<file path="config.mk">
export PLATFORM = sky130hd
export DESIGN_NAME = cavlc_level_sched_flat
export DESIGN_NICKNAME = d
export VERILOG_FILES = /design/src/rtl/enc_cavlc_pkg.sv /design/src/rtl/cavlc_level_sched_if.sv /design/src/rtl/cavlc_level_sched.sv /design/src/flat_wrapper.sv
export SDC_FILE = /design/constraint.sdc
export NUM_CORES = 1
export LEC_CHECK = 0
export ABC_AREA = 0
export CORE_ASPECT_RATIO = 1.1
export CORE_UTILIZATION = 45
export CTS_BUF_LIST = sky130_fd_sc_hd__clkbuf_8 sky130_fd_sc_hd__clkbuf_16
export DETAILED_ROUTE_END_ITERATION = 10
export GPL_TIMING_DRIVEN = 1
export PLACE_DENSITY = 0.9
export REMOVE_ABC_BUFFERS = 1
export SKIP_CTS_REPAIR_TIMING = 1
export SYNTH_ARGS = -nofsm -noshare
export SYNTH_HDL_FRONTEND = slang
export SYNTH_SLANG_ARGS = --single-unit
</file>
<file path="constraint.sdc">
create_clock -name clk -period 2.7 [get_ports clk]
set_input_delay 0.81 -clock clk [delete_from_list [all_inputs] [get_ports clk]]
set_output_delay 0.81 -clock clk [all_outputs]
set_load 0.1 [all_outputs]
</file>
<file path="src/rtl/enc_cavlc_pkg.sv">
`default_nettype none
// ============================================================================
// Module      : enc_cavlc_pkg
// Description : Shared definitions for the CAVLC level-encoding path:
//               encoder phase codes, level width, coefficient limit,
//               scheduler control FSM states and latch-time clamp helpers.
// Revision    : 1.0 - initial release
// ============================================================================
package enc_cavlc_pkg;

    localparam int RES_WIDTH = 16;
    localparam int MAX_COEFF = 16;

    // Encoder phase codes driven on the scheduler's state output.
    localparam logic [3:0] ENC_INIT   = 4'd0;
    localparam logic [3:0] ENC_CYCLE0 = 4'd1;
    localparam logic [3:0] ENC_CYCLE1 = 4'd2;
    localparam logic [3:0] ENC_CYCLE2 = 4'd3;
    localparam logic [3:0] ENC_CYCLE3 = 4'd4;
    localparam logic [3:0] ENC_CYCLE4 = 4'd5;
    localparam logic [3:0] ENC_CYCLE5 = 4'd6;
    localparam logic [3:0] ENC_CYCLE6 = 4'd7;
    localparam logic [3:0] ENC_CYCLE7 = 4'd8;

    typedef enum logic [1:0] {
        CTL_IDLE = 2'd0,
        CTL_PRE  = 2'd1,
        CTL_RUN  = 2'd2,
        CTL_FIN  = 2'd3
    } ctl_state_t;

    // Saturate the requested coefficient count at the block maximum.
    function automatic logic [4:0] clamp_n(input logic [4:0] tc, input logic [4:0] max_n);
        return (tc > max_n) ? max_n : tc;
    endfunction

    // Trailing ones can never exceed the (already clamped) coefficient count.
    function automatic logic [1:0] clamp_t1(input logic [1:0] t1, input logic [4:0] n);
        return ({3'b000, t1} > n) ? 2'(n) : t1;
    endfunction

endpackage
`default_nettype wire

</file>
<file path="src/rtl/cavlc_level_sched_if.sv">
`default_nettype none
// ============================================================================
// Module      : cavlc_level_sched_if
// Description : Bundle between the CAVLC level scheduler, the packer/control
//               side (start, flush, block counts), the coefficient buffer
//               (addresses, read data) and the level encoder (state, enc_en,
//               level pair, latched counts, busy/done).
//               slave  : the scheduler.
//               master : the surrounding CAVLC logic / testbench.
// Revision    : 1.0 - initial release
// ============================================================================
interface cavlc_level_sched_if #(
    parameter int LEVEL_W = enc_cavlc_pkg::RES_WIDTH
);
    logic               start;
    logic               flush;
    logic [4:0]         totalcoeff_i;
    logic [1:0]         trailones_i;
    logic [3:0]         rd_addr0;
    logic [3:0]         rd_addr1;
    logic [LEVEL_W-1:0] rd_data0;
    logic [LEVEL_W-1:0] rd_data1;
    logic [3:0]         state;
    logic               enc_en;
    logic [LEVEL_W-1:0] level0;
    logic [LEVEL_W-1:0] level1;
    logic [4:0]         totalcoeff_o;
    logic [1:0]         trailones_o;
    logic               busy;
    logic               done;

    modport slave (
        input  start, flush, totalcoeff_i, trailones_i, rd_data0, rd_data1,
        output rd_addr0, rd_addr1, state, enc_en, level0, level1,
               totalcoeff_o, trailones_o, busy, done
    );

    modport master (
        output start, flush, totalcoeff_i, trailones_i, rd_data0, rd_data1,
        input  rd_addr0, rd_addr1, state, enc_en, level0, level1,
               totalcoeff_o, trailones_o, busy, done
    );
endinterface
`default_nettype wire

</file>
<file path="src/rtl/cavlc_level_sched.sv">
`default_nettype none
// ============================================================================
// Module      : cavlc_level_sched
// Description : CAVLC level-encoding sequencer. Latches a block's coefficient
//               and trailing-ones counts on start, streams nonzero levels two
//               per cycle from the coefficient buffer to the level encoder,
//               drives the encoder phase/enable and pulses done at the end.
// Ports       : clk, rst_n (async, active-low)
//               bus (slave) : start/flush/counts in, buffer address/data,
//                             encoder state/enc_en/levels, latched counts,
//                             busy/done out.
// Revision    : 1.0 - initial release
// ============================================================================
module cavlc_level_sched #(
    parameter int LEVEL_W   = enc_cavlc_pkg::RES_WIDTH,
    parameter int MAX_COEFF = enc_cavlc_pkg::MAX_COEFF
) (
    input  wire                 clk,
    input  wire                 rst_n,
    cavlc_level_sched_if.slave  bus
);
    import enc_cavlc_pkg::*;

    localparam logic [4:0] c_max_n = 5'(MAX_COEFF);

    ctl_state_t         ctl_q;
    logic [2:0]         k_q;        // pair counter during RUN
    logic [3:0]         pidx_q;     // pair index of the addresses on the bus
    logic [4:0]         n_q;
    logic [1:0]         t1_q;
    logic [3:0]         enc_st_q;
    logic               enc_en_q;
    logic [LEVEL_W-1:0] level0_q;
    logic [LEVEL_W-1:0] level1_q;
    logic               busy_q;
    logic               done_q;

    logic [LEVEL_W-1:0] level0_d;
    logic [LEVEL_W-1:0] level1_d;
    logic [4:0]         n_lat_d;
    logic [1:0]         t1_lat_d;
    logic [2:0]         last_k;

    // Entry indices are kept 5 bits wide so that the pair after entry 15
    // (indices 16/17) compares as out of range and is masked, even though
    // the 4-bit buffer address has wrapped.
    always_comb begin
        level0_d = ({pidx_q, 1'b0} < n_q) ? bus.rd_data0 : '0;
        level1_d = ({pidx_q, 1'b1} < n_q) ? bus.rd_data1 : '0;
        n_lat_d  = clamp_n(bus.totalcoeff_i, c_max_n);
        t1_lat_d = clamp_t1(bus.trailones_i, n_lat_d);
        last_k   = 3'((n_q - 5'd1) >> 1);  // P-1, only used while n_q >= 1
    end

    always_ff @(posedge clk or negedge rst_n) begin
        if (!rst_n) begin
            ctl_q    <= CTL_IDLE;
            k_q      <= '0;
            pidx_q   <= '0;
            n_q      <= '0;
            t1_q     <= '0;
            enc_st_q <= ENC_INIT;
            enc_en_q <= 1'b0;
            level0_q <= '0;
            level1_q <= '0;
            busy_q   <= 1'b0;
            done_q   <= 1'b0;
        end else if (bus.flush) begin
            ctl_q    <= CTL_IDLE;
            k_q      <= '0;
            pidx_q   <= '0;
            n_q      <= '0;
            t1_q     <= '0;
            enc_st_q <= ENC_INIT;
            enc_en_q <= 1'b0;
            level0_q <= '0;
            level1_q <= '0;
            busy_q   <= 1'b0;
            done_q   <= 1'b0;
        end else begin
            case (ctl_q)
                // FIN accepts a new start just like IDLE so blocks can run
                // back to back without an idle gap.
                CTL_IDLE, CTL_FIN: begin
                    done_q <= 1'b0;
                    busy_q <= 1'b0;
                    ctl_q  <= CTL_IDLE;
                    if (bus.start) begin
                        n_q  <= n_lat_d;
                        t1_q <= t1_lat_d;
                        if (n_lat_d != 5'd0) begin
                            ctl_q  <= CTL_PRE;
                            busy_q <= 1'b1;
                        end else begin
                            ctl_q  <= CTL_FIN;
                            done_q <= 1'b1;
                        end
                    end
                end
                // Entries 0/1 are already addressed; capture them for enc
                // cycle 0 and move the address to the next pair.
                CTL_PRE: begin
                    level0_q <= level0_d;
                    level1_q <= level1_d;
                    pidx_q   <= 4'd1;
                    k_q      <= 3'd0;
                    enc_st_q <= ENC_CYCLE0;
                    enc_en_q <= 1'b1;
                    ctl_q    <= CTL_RUN;
                end
                CTL_RUN: begin
                    if (k_q == last_k) begin
                        ctl_q    <= CTL_FIN;
                        done_q   <= 1'b1;
                        busy_q   <= 1'b0;
                        enc_en_q <= 1'b0;
                        enc_st_q <= ENC_INIT;
                        level0_q <= '0;
                        level1_q <= '0;
                        pidx_q   <= '0;
                        k_q      <= '0;
                    end else begin
                        k_q      <= k_q + 3'd1;
                        pidx_q   <= pidx_q + 4'd1;
                        enc_st_q <= enc_st_q + 4'd1;
                        level0_q <= level0_d;
                        level1_q <= level1_d;
                    end
                end
                default: ctl_q <= CTL_IDLE;
            endcase
        end
    end

    assign bus.rd_addr0     = {pidx_q[2:0], 1'b0};
    assign bus.rd_addr1     = {pidx_q[2:0], 1'b1};
    assign bus.state        = enc_st_q;
    assign bus.enc_en       = enc_en_q;
    assign bus.level0       = level0_q;
    assign bus.level1       = level1_q;
    assign bus.totalcoeff_o = n_q;
    assign bus.trailones_o  = t1_q;
    assign bus.busy         = busy_q;
    assign bus.done         = done_q;

endmodule
`default_nettype wire
</file>
<file path="src/flat_wrapper.sv">
// flat-port wrapper written by rule: the top's interface ports become plain ports
module cavlc_level_sched_flat import enc_cavlc_pkg::*;
#(
    parameter int LEVEL_W   = enc_cavlc_pkg::RES_WIDTH,
    parameter int MAX_COEFF = enc_cavlc_pkg::MAX_COEFF
)
  (clk, rst_n, bus_start, bus_flush, bus_totalcoeff_i, bus_trailones_i, bus_rd_data0, bus_rd_data1, bus_rd_addr0, bus_rd_addr1, bus_state, bus_enc_en, bus_level0, bus_level1, bus_totalcoeff_o, bus_trailones_o, bus_busy, bus_done);
  cavlc_level_sched_if #(.LEVEL_W(LEVEL_W)) bus_i ();
  input  wire clk;
  input  wire rst_n;
  input wire logic [$bits(bus_i.start)-1:0] bus_start;
  input wire logic [$bits(bus_i.flush)-1:0] bus_flush;
  input wire logic [$bits(bus_i.totalcoeff_i)-1:0] bus_totalcoeff_i;
  input wire logic [$bits(bus_i.trailones_i)-1:0] bus_trailones_i;
  input wire logic [$bits(bus_i.rd_data0)-1:0] bus_rd_data0;
  input wire logic [$bits(bus_i.rd_data1)-1:0] bus_rd_data1;
  output wire logic [$bits(bus_i.rd_addr0)-1:0] bus_rd_addr0;
  output wire logic [$bits(bus_i.rd_addr1)-1:0] bus_rd_addr1;
  output wire logic [$bits(bus_i.state)-1:0] bus_state;
  output wire logic [$bits(bus_i.enc_en)-1:0] bus_enc_en;
  output wire logic [$bits(bus_i.level0)-1:0] bus_level0;
  output wire logic [$bits(bus_i.level1)-1:0] bus_level1;
  output wire logic [$bits(bus_i.totalcoeff_o)-1:0] bus_totalcoeff_o;
  output wire logic [$bits(bus_i.trailones_o)-1:0] bus_trailones_o;
  output wire logic [$bits(bus_i.busy)-1:0] bus_busy;
  output wire logic [$bits(bus_i.done)-1:0] bus_done;
  assign bus_i.start = bus_start;
  assign bus_i.flush = bus_flush;
  assign bus_i.totalcoeff_i = bus_totalcoeff_i;
  assign bus_i.trailones_i = bus_trailones_i;
  assign bus_i.rd_data0 = bus_rd_data0;
  assign bus_i.rd_data1 = bus_rd_data1;
  assign bus_rd_addr0 = bus_i.rd_addr0;
  assign bus_rd_addr1 = bus_i.rd_addr1;
  assign bus_state = bus_i.state;
  assign bus_enc_en = bus_i.enc_en;
  assign bus_level0 = bus_i.level0;
  assign bus_level1 = bus_i.level1;
  assign bus_totalcoeff_o = bus_i.totalcoeff_o;
  assign bus_trailones_o = bus_i.trailones_o;
  assign bus_busy = bus_i.busy;
  assign bus_done = bus_i.done;
  cavlc_level_sched #(.LEVEL_W(LEVEL_W), .MAX_COEFF(MAX_COEFF)) u_core (.clk(clk), .rst_n(rst_n), .bus(bus_i));
endmodule
</file>
==> results of run 1 <==
[kinds of logic (layout without fill, tap and decap cells)]
kind of cell    Yosys count  after routing  share of synthesized area, %
mux                       2              2                        0.7247
fa+ha+maj                13             13                         5.888
flops                    55             55                         49.82
compound gates           81             81                         22.74
xor+xnor                  5              5                         2.627
simple gates             54             54                         9.375
buf+inv                  51            145                         8.560
other cells               2              2                        0.2718
[final timing paths]
kind                       cells past startpoint  slack, ns                  startpoint                   endpoint
max                                            7       0.13         bus_totalcoeff_i[4]  u_core.bus.trailones_o[0]
min                                            2       0.49        u_core.bus.level0[2]       u_core.bus.level0[2]
max reg2reg                                    6       0.37  u_core.bus.totalcoeff_o[1]           u_core.pidx_q[3]
min reg2reg                                    2       0.49        u_core.bus.level0[2]       u_core.bus.level0[2]
max in group asynchronous                      2       1.61                       rst_n              u_core.k_q[1]
min in group asynchronous                      1       0.51                       rst_n      u_core.bus.level0[11]
[report_power, final]
group          switching [W]  internal (W)  total [W]
Sequential          0.000129      0.000976    0.00111
Combinational        0.00165      0.000514    0.00216
Clock               0.000264      0.000300   0.000564
[final cells by class]
type | count | area [um2] | area share [%]
sequential | 55 | 1376 | 36.50
clock buffer | 6 | 82.58 | 2.190
timing repair buffer | 103 | 898.4 | 23.82
inverter | 34 | 127.6 | 3.384
clock inverter | 2 | 35.03 | 0.9290
multi-input combinational | 157 | 1155 | 30.62
tap | 77 | 96.34 | 2.555
[metrics by stage]
stage	setup WS [ns]	setup TNS (ns)	instance area, um2
5_1_grt	0.006767	0	3771
2_1_floorplan	-0.8020	-29.06	2654
6_report	0.1302	0	3771
4_1_cts	0.1214	0	3771
3_5_place_dp	-0.1920	-0.4266	3654
3_3_place_gp	0.04583	0	3654
[state kept, by name, summed over array words and instances (netlist names)]
| register | flops |
|---|---|
| u_core.bus.level0 | 16 |
| u_core.bus.level1 | 16 |
| u_core.bus.totalcoeff_o | 5 |
| u_core.bus.state | 4 |
| u_core.pidx_q | 4 |
| u_core.k_q | 3 |
| u_core.bus.trailones_o | 2 |
| u_core.ctl_q | 2 |
| u_core.bus.busy | 1 |
| u_core.bus.done | 1 |
| u_core.bus.enc_en | 1 |
[synthesized netlist by cell type, types with 3 or more instances]
cell type / number
dfrtp_1: 55
inv_1: 34
nand2_1: 28
a22o_1: 19
o21ai_0: 15
o31ai_1: 15
ha_1: 13
a21oi_1: 12
buf_4: 8
nor2_1: 7
clkbuf_1: 6
nor2b_1: 6
a2111oi_0: 3
a221o_1: 3
nor3_1: 3
[worst reg2reg max path, cell delays in order, from the launching register on]
cell and delay [ns]:
dfrtp_1 0.47, inv_1 0.10, ha_1 0.18, xnor3_1 0.39, nand2_1 0.19, o21ai_0 0.68
o21ai_0 0.19
[per-layer routing]
metal / GRT usage [%] / wire length, um / up-vias
met2: 36.61 / 3277 / 79
met4: 8.741 / 126 / 0
li1: - / - / 1104
met5: 0 / 0 / -
met1: 25.73 / 2671 / 1115
met3: 4.457 / 330 / 15
==> flow_summary.yaml, run 1 <==
placed_design:
  io_buffers: 94
  place_hpwl_um: 4678
  placed_cells_incl_taps: 426
  gp_congestion: 0.8508
grt:
  grt_usage_pct: 21.22
  grt_max_degree: 44
  grt_remaining_overflow: 0
  antenna_found_initial: 0
  grt_pass1_wl_um: 10920
  grt_pass1_vias: 2335
sta:
  maxClockFrequency_mhz: 389.1
  post-route-min-period_ns: 2.570
  slew_violations: 0
  whs_ns: 0.4912
  rsz0062_at_grt: "false"
  setup_viol_count_final: 0
  fin_worst_skew_ns: 0.009728
  worstMarginPinSlew_ns: 0.7715
  finalHoldViolCount: 0
  timing.final.crit_share_pct: 95.18
  slew-limit-headroom_pct: 48.02
drt:
  wl_per_cell_um: 14.76
  wl_um: 6405
  ant_nets: 0
  drcViolationCount: 0
  drtIter0Drc: 119
  vias: 2313
  viasPerCell: 5.329
  dr.pass1.iters: 4
yosys:
  async_flop_share_pct: 100.0
  yosys_warnings: 0
  synth_edf_count: 0
  ys_top_cells_by_area: "dfrtp_1 (50%), a22o_1 (6.0%), ha_1 (5.9%), inv_1 (4.6%), o31ai_1 (4.1%)"
  synth_top_area_cell: "dfrtp_1"
  synth_top_area_share_pct: 49.82
  synth_ff_type: "dfrtp_1"
  yosysUniqueCellTypes: 42
  syn_area_um2: 2763
  ys_seq_area_share_pct: 49.82
  syn_inst: 263
  synth.avg_cell_area_um2: 10.50
  synth_seq_cells: 55
critical_path:
  end_kind: "flop"
  cp_data_arrival_time_ns: 2.75
  critPathTopFamily: "compound AO/OA/AOI/OAI gates"
  crit_type: "input pin to flop"
  path_buf_inv: 1
  max_stage_delay_ns: 0.46
  worstPathMaxFanout: 3
  path_cells: "clkdlybuf4s50_1 > nand2b_1 > ha_1 > a2111oi_0 > o21ai_0 > mux2i_1 > a21oi_1"
  worstPathRequired_ns: 2.88
  start_kind: "input pin"
  slowest_stage: "clkdlybuf4s50_1"
floorplanning:
  die_area_um2: 6457
  core_region_area_um2: 5842
  die_h_um: 84.18
  rows: 29
  fp.dieW_um: 76.71
  initial_core_util_pct: 47.29
  pin_count: 97
pwr:
  p_total_w: 0.003833
  irDropWorstVdd_uv: 757.4
  power.density_nw_per_um2: 1016
  p_leak_nw: 1.873
finish:
  antenna_cells: 0
  layout_commonest_cell: "buf_4"
  area_growth_syn_to_layout_pct: 36.50
  drive_gt1_share_pct: 22.41
  nNetsFinal: 412
  fill_cells: 486
  final_cell_mix: "buf_4 (59), dfrtp_1 (55), clkdlybuf4s50_1 (41)"
  layout.cells.non_filler: 434
  fin_util_pct: 64.55
clock_network:
  clkTransAtPathRegs_ns: 0.10
  clkSinkCount: 55
  clk_latency_ns: 0.31
  cts_made_buffers: 5
  cts_tree: "yes"
  cts_buffer_depth: 2
  cts_max_level: 2
  clockRootBuffer: "clkbuf_8"
min_path:
  hp-class: "flop to flop"
job:
  maxCapViolCount: 0
run_status:
  outcome: "finished clean"
(Power assumes the default switching activity.)
==> inputs of run 2 (changes only) <==
- ABC_AREA: 0 -> unset
- RECOVER_POWER: unset -> 25
==> run 2 against run 1 <==
  * Core utilization shrank 0.28 points
  * Power is essentially flat
  * Combinational power is essentially flat
  * Die area is the same
  * Fmax shrank 0.23%
  * Sequential share of layout area grew 0.16 points
  * Register-to-register slack is essentially flat
  * Clock skew is the same
  * Hold slack is the same
==> flow_summary.yaml, run 2 (synthesized netlist as in run 1, its figures left out) <==
finish:
  multiInputGateArea_um2: 1155
  nNetsFinal: 412
  antenna_cells: 0
  seq_area_um2: 1376
  area_growth_syn_to_layout_pct: 35.91
  fill_cells: 489
  final_cell_mix: "buf_4 (59), dfrtp_1 (55), clkdlybuf4s50_1 (41)"
  fin_util_pct: 64.28
  drive_gt1_share_pct: 22.13
  layout_commonest_cell: "buf_4"
sta:
  post-route-min-period_ns: 2.576
  rsz0062_at_grt: "false"
  setup_viol_count_final: 0
  slew_violations: 0
  fin_worst_skew_ns: 0.009728
  whs_ns: 0.4912
  finalSetupTns_ns: 0
  fin_ws_ns: 0.1244
  maxClockFrequency_mhz: 388.3
  timing.final.crit_share_pct: 95.39
  finalHoldViolCount: 0
  worstMarginPinSlew_ns: 1.407
  slew-limit-headroom_pct: 6.214
grt:
  grt_usage_pct: 21.22
  grt_pass1_wl_um: 10920
  grt_remaining_overflow: 0
  grt_pass1_vias: 2335
  antenna_found_initial: 0
  grt_max_degree: 44
drt:
  wl_per_cell_um: 14.74
  wl_um: 6396
  drtIter0Drc: 119
  ant_nets: 0
  viasPerCell: 5.325
  drcViolationCount: 0
  vias: 2311
  dr.pass1.iters: 4
job:
  maxCapViolCount: 0
pwr:
  p_total_w: 0.003829
  pwr-share-comb_pct: 56.4
  power.density_nw_per_um2: 1020
  irDropWorstVdd_uv: 757.4
  p_leak_nw: 1.865
  swShare_pct: 53.31
  p_int_w: 0.001788
  clockPowerShare_pct: 14.7
  p_seq_share_pct: 28.9
  p_sw_w: 0.002041
placed_design:
  gp_congestion: 0.8508
  pre_cts_ws_ns: -0.1920
  place_hpwl_um: 4678
  io_buffers: 94
floorplanning:
  fp.dieW_um: 76.71
  initial_core_util_pct: 47.29
  die_area_um2: 6457
  core_region_area_um2: 5842
  die_h_um: 84.18
  pin_count: 97
  rows: 29
critical_path:
  end_kind: "flop"
  slowest_stage: "a2111oi_0"
  worstPathMaxFanout: 3
  worstPathRequired_ns: 2.88
  path_cells: "clkdlybuf4s50_1 > nand2b_1 > ha_1 > a2111oi_0 > o21ai_0 > mux2i_1 > a21oi_1"
  r2r_cells: 6
  crit_type: "input pin to flop"
  start_kind: "input pin"
  cp_data_arrival_time_ns: 2.76
  max_stage_delay_ns: 0.47
clock_network:
  cts_tree: "yes"
  cts_buffer_depth: 2
  cts_max_level: 2
  clkSinkCount: 55
  clk_latency_ns: 0.31
  cts_made_buffers: 5
  clockRootBuffer: "clkbuf_8"
  clkTransAtPathRegs_ns: 0.10
min_path:
  hp-class: "flop to flop"
  min_path_cells: 2
run_status:
  outcome: "finished clean"
[run 2: cell types whose count changed in the layout (fill, tap and decap cells not counted), sizes merged]
cell    delta
clkbuf     +2
buf        -2
[run 2: routing by layer]
| layer | GRT usage, % | vias up | part of all wire (%) |
|---|---|---|---|
| li1 | - | 1104 | - |
| met1 | 25.73 | 1113 | 42 |
| met2 | 36.61 | 79 | 51 |
| met3 | 4.457 | 15 | 5.1 |
| met4 | 8.741 | 0 | 2.0 |
| met5 | 0 | - | 0 |
[run 2: worst paths after layout]
check	slack, ns	end	from
setup / recovery	0.12	u_core.bus.trailones_o[0]	bus_totalcoeff_i[4]
hold / removal	0.49	u_core.bus.level0[2]	u_core.bus.level0[2]
setup reg to reg	0.37	u_core.pidx_q[3]	u_core.bus.totalcoeff_o[1]
hold reg to reg	0.49	u_core.bus.level0[2]	u_core.bus.level0[2]
max in group asynchronous	0.49	u_core.k_q[1]	rst_n
min in group asynchronous	0.81	u_core.bus.level0[11]	rst_n
[run 2: layout make-up]
| cell class | count | share of cell area (%) |
|---|---|---|
| Sequential cell | 55 | 36.65 |
| Multi-Input combinational cell | 157 | 30.76 |
| Timing Repair Buffer | 103 | 23.49 |
| Inverter | 34 | 3.399 |
| Tap cell | 77 | 2.566 |
| Clock buffer | 6 | 2.199 |
| Clock inverter | 2 | 0.9330 |
[run 2: worst max-delay path: cells and delay by family]
family | cells | cell delay, ns
compound gates | 3 | 0.82
fa+ha+maj | 1 | 0.29
mux | 1 | 0.20
simple gates | 1 | 0.19
buf+inv | 1 | 0.46
[run 2: stage by stage]
| stage | std cells | cell area (um2) |
|---|---|---|
| floorplan | 246 | 2654 |
| global placement | 426 | 3654 |
| detailed placement | 426 | 3654 |
| CTS | 434 | 3771 |
| global route | 434 | 3755 |
| finish | 434 | 3755 |
[run 2: power groups by stage]
stage / clock network (W) / logic, W / registers, W
floorplan: 0 / 0.000549 / 0.00215
detailed placement: 0 / 0.00217 / 0.00112
CTS: 0.000577 / 0.00217 / 0.00110
finish: 0.000564 / 0.00216 / 0.00111
global placement: 0 / 0.00212 / 0.00111
global route: 0.000608 / 0.00226 / 0.00113
